File: src/rtl/port_rx_reader.sv
// Switch output-port reader: parses DA/SA/LEN/payload/FCS and streams payload out.
// Payload appears 1 cycle after a port byte is consumed; read is held off while the output register is full.
module port_rx_reader #(
  parameter int MAX_LEN = 255,
  parameter int TIMEOUT = 16,
  parameter int CNT_W   = 16
) (
  input  logic             clk,
  input  logic             reset,
  input  logic             ready,
  input  logic [7:0]       port_data,
  output logic             read,
  output logic             out_valid,
  input  logic             out_ready,
  output logic [7:0]       out_data,
  output logic             out_last,
  output logic [7:0]       pkt_da,
  output logic [7:0]       pkt_sa,
  output logic [7:0]       pkt_len,
  output logic             pkt_done,
  output logic             pkt_err,
  output logic [CNT_W-1:0] pkt_cnt,
  output logic [CNT_W-1:0] err_cnt
);

  localparam int TO_W = $clog2(TIMEOUT + 1);

  typedef enum logic [2:0] {
    S_IDLE, S_DA, S_SA, S_LEN, S_DATA, S_FCS, S_DRAIN, S_DONE
  } state_t;

  state_t          state, state_nxt;
  logic [7:0]      da, sa, len, cnt, fcs;
  logic [TO_W-1:0] to_cnt;
  logic            take, in_pkt, timeout, len_bad, fcs_bad, finish, err_now;

  assign take    = read & ready;
  assign in_pkt  = state inside {S_DA, S_SA, S_LEN, S_DATA, S_FCS};
  assign len_bad = (port_data == 8'd0) || (int'(port_data) > MAX_LEN);
  assign fcs_bad = (port_data != fcs);
  assign finish  = (state_nxt == S_DONE) && (state != S_DONE);
  assign err_now = timeout || (state == S_DRAIN) || ((state == S_FCS) && fcs_bad);

  always_comb begin
    state_nxt = state;
    read      = 1'b0;
    pkt_done  = 1'b0;
    timeout   = 1'b0;
    case (state)
      S_IDLE:  if (ready) state_nxt = S_DA;
      S_DA:    begin read = 1'b1; if (ready) state_nxt = S_SA; end
      S_SA:    begin read = 1'b1; if (ready) state_nxt = S_LEN; end
      S_LEN: begin
        read = 1'b1;
        if (ready) state_nxt = len_bad ? S_DRAIN : S_DATA;
      end
      S_DATA: begin
        // only pull a byte when the output register has room this cycle
        read = !out_valid || out_ready;
        if (read && ready && cnt == 8'd1) state_nxt = S_FCS;
      end
      S_FCS:   begin read = 1'b1; if (ready) state_nxt = S_DONE; end
      S_DRAIN: begin read = 1'b1; if (!ready) state_nxt = S_DONE; end
      S_DONE:  begin pkt_done = 1'b1; state_nxt = S_IDLE; end
      default: state_nxt = S_IDLE;
    endcase
    if (in_pkt && read && !ready && to_cnt == TO_W'(TIMEOUT - 1)) begin
      timeout   = 1'b1;
      state_nxt = S_DONE;
    end
  end

  always_ff @(posedge clk) begin
    if (reset) begin
      state     <= S_IDLE;
      da        <= 8'd0;
      sa        <= 8'd0;
      len       <= 8'd0;
      cnt       <= 8'd0;
      fcs       <= 8'd0;
      to_cnt    <= '0;
      out_valid <= 1'b0;
      out_data  <= 8'd0;
      out_last  <= 1'b0;
      pkt_da    <= 8'd0;
      pkt_sa    <= 8'd0;
      pkt_len   <= 8'd0;
      pkt_err   <= 1'b0;
      pkt_cnt   <= '0;
      err_cnt   <= '0;
    end else begin
      state <= state_nxt;

      if (!in_pkt || take || timeout) to_cnt <= '0;
      else if (read && !ready)        to_cnt <= to_cnt + TO_W'(1);

      case (state)
        S_IDLE: begin
          da  <= 8'd0;
          sa  <= 8'd0;
          len <= 8'd0;
          fcs <= 8'd0;
        end
        S_DA:  if (take) begin da <= port_data; fcs <= port_data; end
        S_SA:  if (take) begin sa <= port_data; fcs <= fcs ^ port_data; end
        S_LEN: if (take) begin
          len <= port_data;
          cnt <= port_data;
          fcs <= fcs ^ port_data;
        end
        S_DATA: if (take) begin
          cnt <= cnt - 8'd1;
          fcs <= fcs ^ port_data;
        end
        default: ;
      endcase

      if (state == S_DATA && take) begin
        out_valid <= 1'b1;
        out_data  <= port_data;
        out_last  <= (cnt == 8'd1);
      end else if (out_valid && out_ready) begin
        out_valid <= 1'b0;
        out_last  <= 1'b0;
      end else if (timeout && out_valid) begin
        // close a truncated payload on the byte still waiting downstream
        out_last <= 1'b1;
      end

      if (finish) begin
        pkt_da  <= da;
        pkt_sa  <= sa;
        pkt_len <= len;
        pkt_err <= err_now;
        if (err_now) begin
          if (err_cnt != '1) err_cnt <= err_cnt + CNT_W'(1);
        end else begin
          if (pkt_cnt != '1) pkt_cnt <= pkt_cnt + CNT_W'(1);
        end
      end else if (state == S_DONE) begin
        pkt_err <= 1'b0;
      end
    end
  end

endmodule

File: config.mk
export PLATFORM = sky130hd
export DESIGN_NAME = port_rx_reader
export DESIGN_NICKNAME = d
export VERILOG_FILES = /design/src/rtl/port_rx_reader.sv
export SDC_FILE = /design/constraint.sdc
export NUM_CORES = 1
export LEC_CHECK = 0
export CAP_MARGIN = 20
export CORE_MARGIN = 5
export CORE_UTILIZATION = 45
export CTS_CLUSTER_SIZE = 30
export DETAILED_ROUTE_END_ITERATION = 6
export GPL_TIMING_DRIVEN = 0
export MAX_ROUTING_LAYER = met4
export PLACE_DENSITY = 0.68
export SETUP_SLACK_MARGIN = 0.4
export SYNTH_ARGS = -nofsm -noshare
export SYNTH_HDL_FRONTEND = slang
export SYNTH_SLANG_ARGS = --single-unit
File: constraint.sdc
create_clock -name clk -period 6.5 [get_ports clk]
set_input_delay 0.975 -clock clk [delete_from_list [all_inputs] [get_ports clk]]
set_output_delay 0.975 -clock clk [all_outputs]
set_load 0.02 [all_outputs]
==> metrics.yaml <==
status: "complete, no violations"
period_needed_ns: 3.72
syn_to_final_growth_pct: 27.4
std_cell_rows: 40
fill_cells: 1090
synth_ff_type: "dfxtp_1"
wl_met3_mm: 1.04
hold_path_depth: 2
finalSetupViolCount: 0
crit_top_cell: "clkdlybuf4s50_1"
ir_drop_mv: 0.203
synth_nets: 654
hold_viol_final: 0
p_per_area_nw_per_um2: 255
required_ns: 5.52
vias: 5241
startpoint_type: "input port"
holdCritStartpoint: "cnt[1]"
drc: 0
slew_viol_final: 0
postCtsSetupRepairBufs: 0
core-area_sq_um: 11900
r2r_start: "to_cnt[0]"
drtPass1Iterations: 5
routed_wl_mm: 15.2
fmax_mhz: 269
post_drt_wl_per_cell_um: 17.1
cts_resized: 0
drt-met1-wl_mm: 6.73
synth_area_leaders: "dfxtp_1, nor2_1, mux2i_1, a21oi_1, o21ai_0"
top_regs: "err_cnt (16), pkt_cnt (16)"
rsz0062_at_grt: "no"
reg2reg_to: "err_cnt[13]"
io_pins: 81
synth_enable_flop_cells: 0
leakage_nw: 2.34
cts_root_buf: "clkbuf_16"
yosys.area.top_type: "dfxtp_1"
clockBufferDepth: 2
slew_headroom_pct: 32.3
fin_skew_ns: 0.0173
final_common_cell: "dfxtp_1"
setup_tns_ns: 0
postSynth.asyncResetShare_pct: 0
syn_area_sq_um: 5400
most-common-layout-cells: "dfxtp_1, nor2_1, clkdlybuf4s50_1"
dr.first_iter.drc_count: 647
multiInputGateArea_sq_um: 2880
worstPathCellList: "clkdlybuf4s50_1 -> nand2b_1 -> nand2_1 -> a21oi_1 -> clkdlybuf4s50_1"
htreeDepth: 4
r2r_cells: 10
cp_data_arrival_time_ns: 2.75
top_layer_used: "met4"
place_congestion: 0.945
yosysTopAreaCellShare_pct: 42.7
critPathSlowestCell: "clkdlybuf4s50_1"
crit_fanout: 5
diodes: 0
reg2reg_slack_ns: 3.37
numCtsBuffers: 17
hold_end: "cnt[1]"
die_h_um: 120
hpwl_mm: 10.6
path_buf_inv: 2
ys_warn_count: 0
crit_type: "in -> out"
grt_usage_pct: 22.5
worstMarginPinSlew_ns: 1.01
grt_start_max_net_pins: 17
period_share_pct: 57.3
grt_pass1_vias: 5179
utilization_pct: 58.0
post_synth.cell_area_avg_sq_um: 8.49
die_x_um: 120
ant_nets: 0
min_path_type: "reg -> reg"
drive_gt1_share_pct: 7.58
antenna_found_initial: 0
cts.sinks: 115
grt_first_pass_wirelength_mm: 25.4
viasPerCell: 5.92
initial_utilization_pct: 45.5
ys_ff_latch: 115
maxCapViolations: 0
final-seq-area_sq_um: 2300
max_stage_delay_ns: 0.64
gr-total-overflow: 0
seq_area_frac_synth_pct: 42.7
route.met2.wl_mm: 7.02
cts_hold_buf: 0
synthDistinctLibCells: 54
fin_nets: 744
clock_latency_ns: 0.43
cts_tree: "done"
die_area_sq_um: 14300
endpoint_kind: "primary output"
critPathTopFamily: "buffers and inverters"
syn-instance-count: 636
numPortBuffers: 71
clkSlewWorstSetupHoldPaths_ns: 0.06
[worst max path at each step]
stage	start	endpoint	slack, ns	cells past startpoint
detailed placement	out_ready	read	2.82	5
global placement	out_ready	read	2.82	5
finish	out_ready	read	2.78	5
global route	out_ready	read	2.72	5
CTS	out_ready	read	2.81	5
floorplan	port_data[6]	pkt_len[4]	3.62	9
[metrics by stage]
| step | power [mW] | area (sq um) | hold slack, ns | setup WS [ns] | instances |
|---|---|---|---|---|---|
| after floorplan | 0.810 | 5400 | 0.445 | 3.62 | 636 |
| after global placement | 0.841 | 6290 | 0.456 | 2.82 | 854 |
| after detailed placement | 0.845 | 6290 | 0.462 | 2.82 | 854 |
| after CTS | 1.76 | 6870 | 0.471 | 2.81 | 886 |
| after global routing | 1.81 | 6870 | 0.512 | 2.72 | 886 |
| final | 1.75 | 6870 | 0.467 | 2.78 | 886 |
[kinds of logic after synthesis]
| group | count (synthesis) | synth area share [%] |
|---|---|---|
| xor gates and xnor gates | 11 | 1.78 |
| muxes | 45 | 8.58 |
| AOI/OAI and AO/OA | 148 | 17.5 |
| adders and majority gates | 6 | 1.39 |
| buffers and inverters | 53 | 3.94 |
| DFF | 115 | 42.7 |
| and+or+nand+nor | 258 | 24.2 |
[cell usage after synthesis (all sizes together) (2+ instances only)]
cell       n
dfxtp    115
nor2      99
a21oi     40
mux2i     35
o21ai     35
clkbuf    33
nand2     32
nand3     21
nor2b     21
or4       17
a22oi     16
o31ai     15
nor3      12
inv       11
mux2      10
nand2b    10
nor4      10
xor2      10
buf        9
a31oi      8
a32oi      8
a211oi     7
and3       7
nand4      7
ha         6
o211ai     5
or3        5
and2       3
and4       3
or2        3
a211o      2
a21boi     2
a2bb2oi    2
and4b      2
o41ai      2
[layout make-up]
type	count	share of cell area, %
well taps	147	2.68
multi-input cells	468	41.9
repair buffers	71	10.3
inverters	11	0.601
clock buffers	18	6.24
flip-flops and latches	115	33.5
clock inverters	14	2.22
plain buffers	42	2.49
[worst reg2reg max path, cell delays in order (launching register included)]
cell and delay, ns:
dfxtp_1 0.38, ha_1 0.18, and3_1 0.17, ha_1 0.25
nor2b_1 0.37, a2bb2oi_1 0.13, o21ai_0 0.32, o221ai_2 0.24
buf_2 0.24, nor4_1 0.35, mux2_2 0.38
[where the power goes]
| group | leakage [nW] | internal (mW) | switching (mW) |
|---|---|---|---|
| Clock | 0.286 | 0.568 | 0.350 |
| Sequential | 0.928 | 0.714 | 0.00736 |
| Combinational | 1.13 | 0.0321 | 0.0796 |
| Total | 2.34 | 1.31 | 0.438 |
[layer usage]
metal	GRT usage (%)	up-vias
met1	27.7	2490
li1	-	2492
met4	9.88	0
met2	34.9	216
met5	-	-
met3	5.80	43
Note: power is estimated with default switching activity, not from simulation.
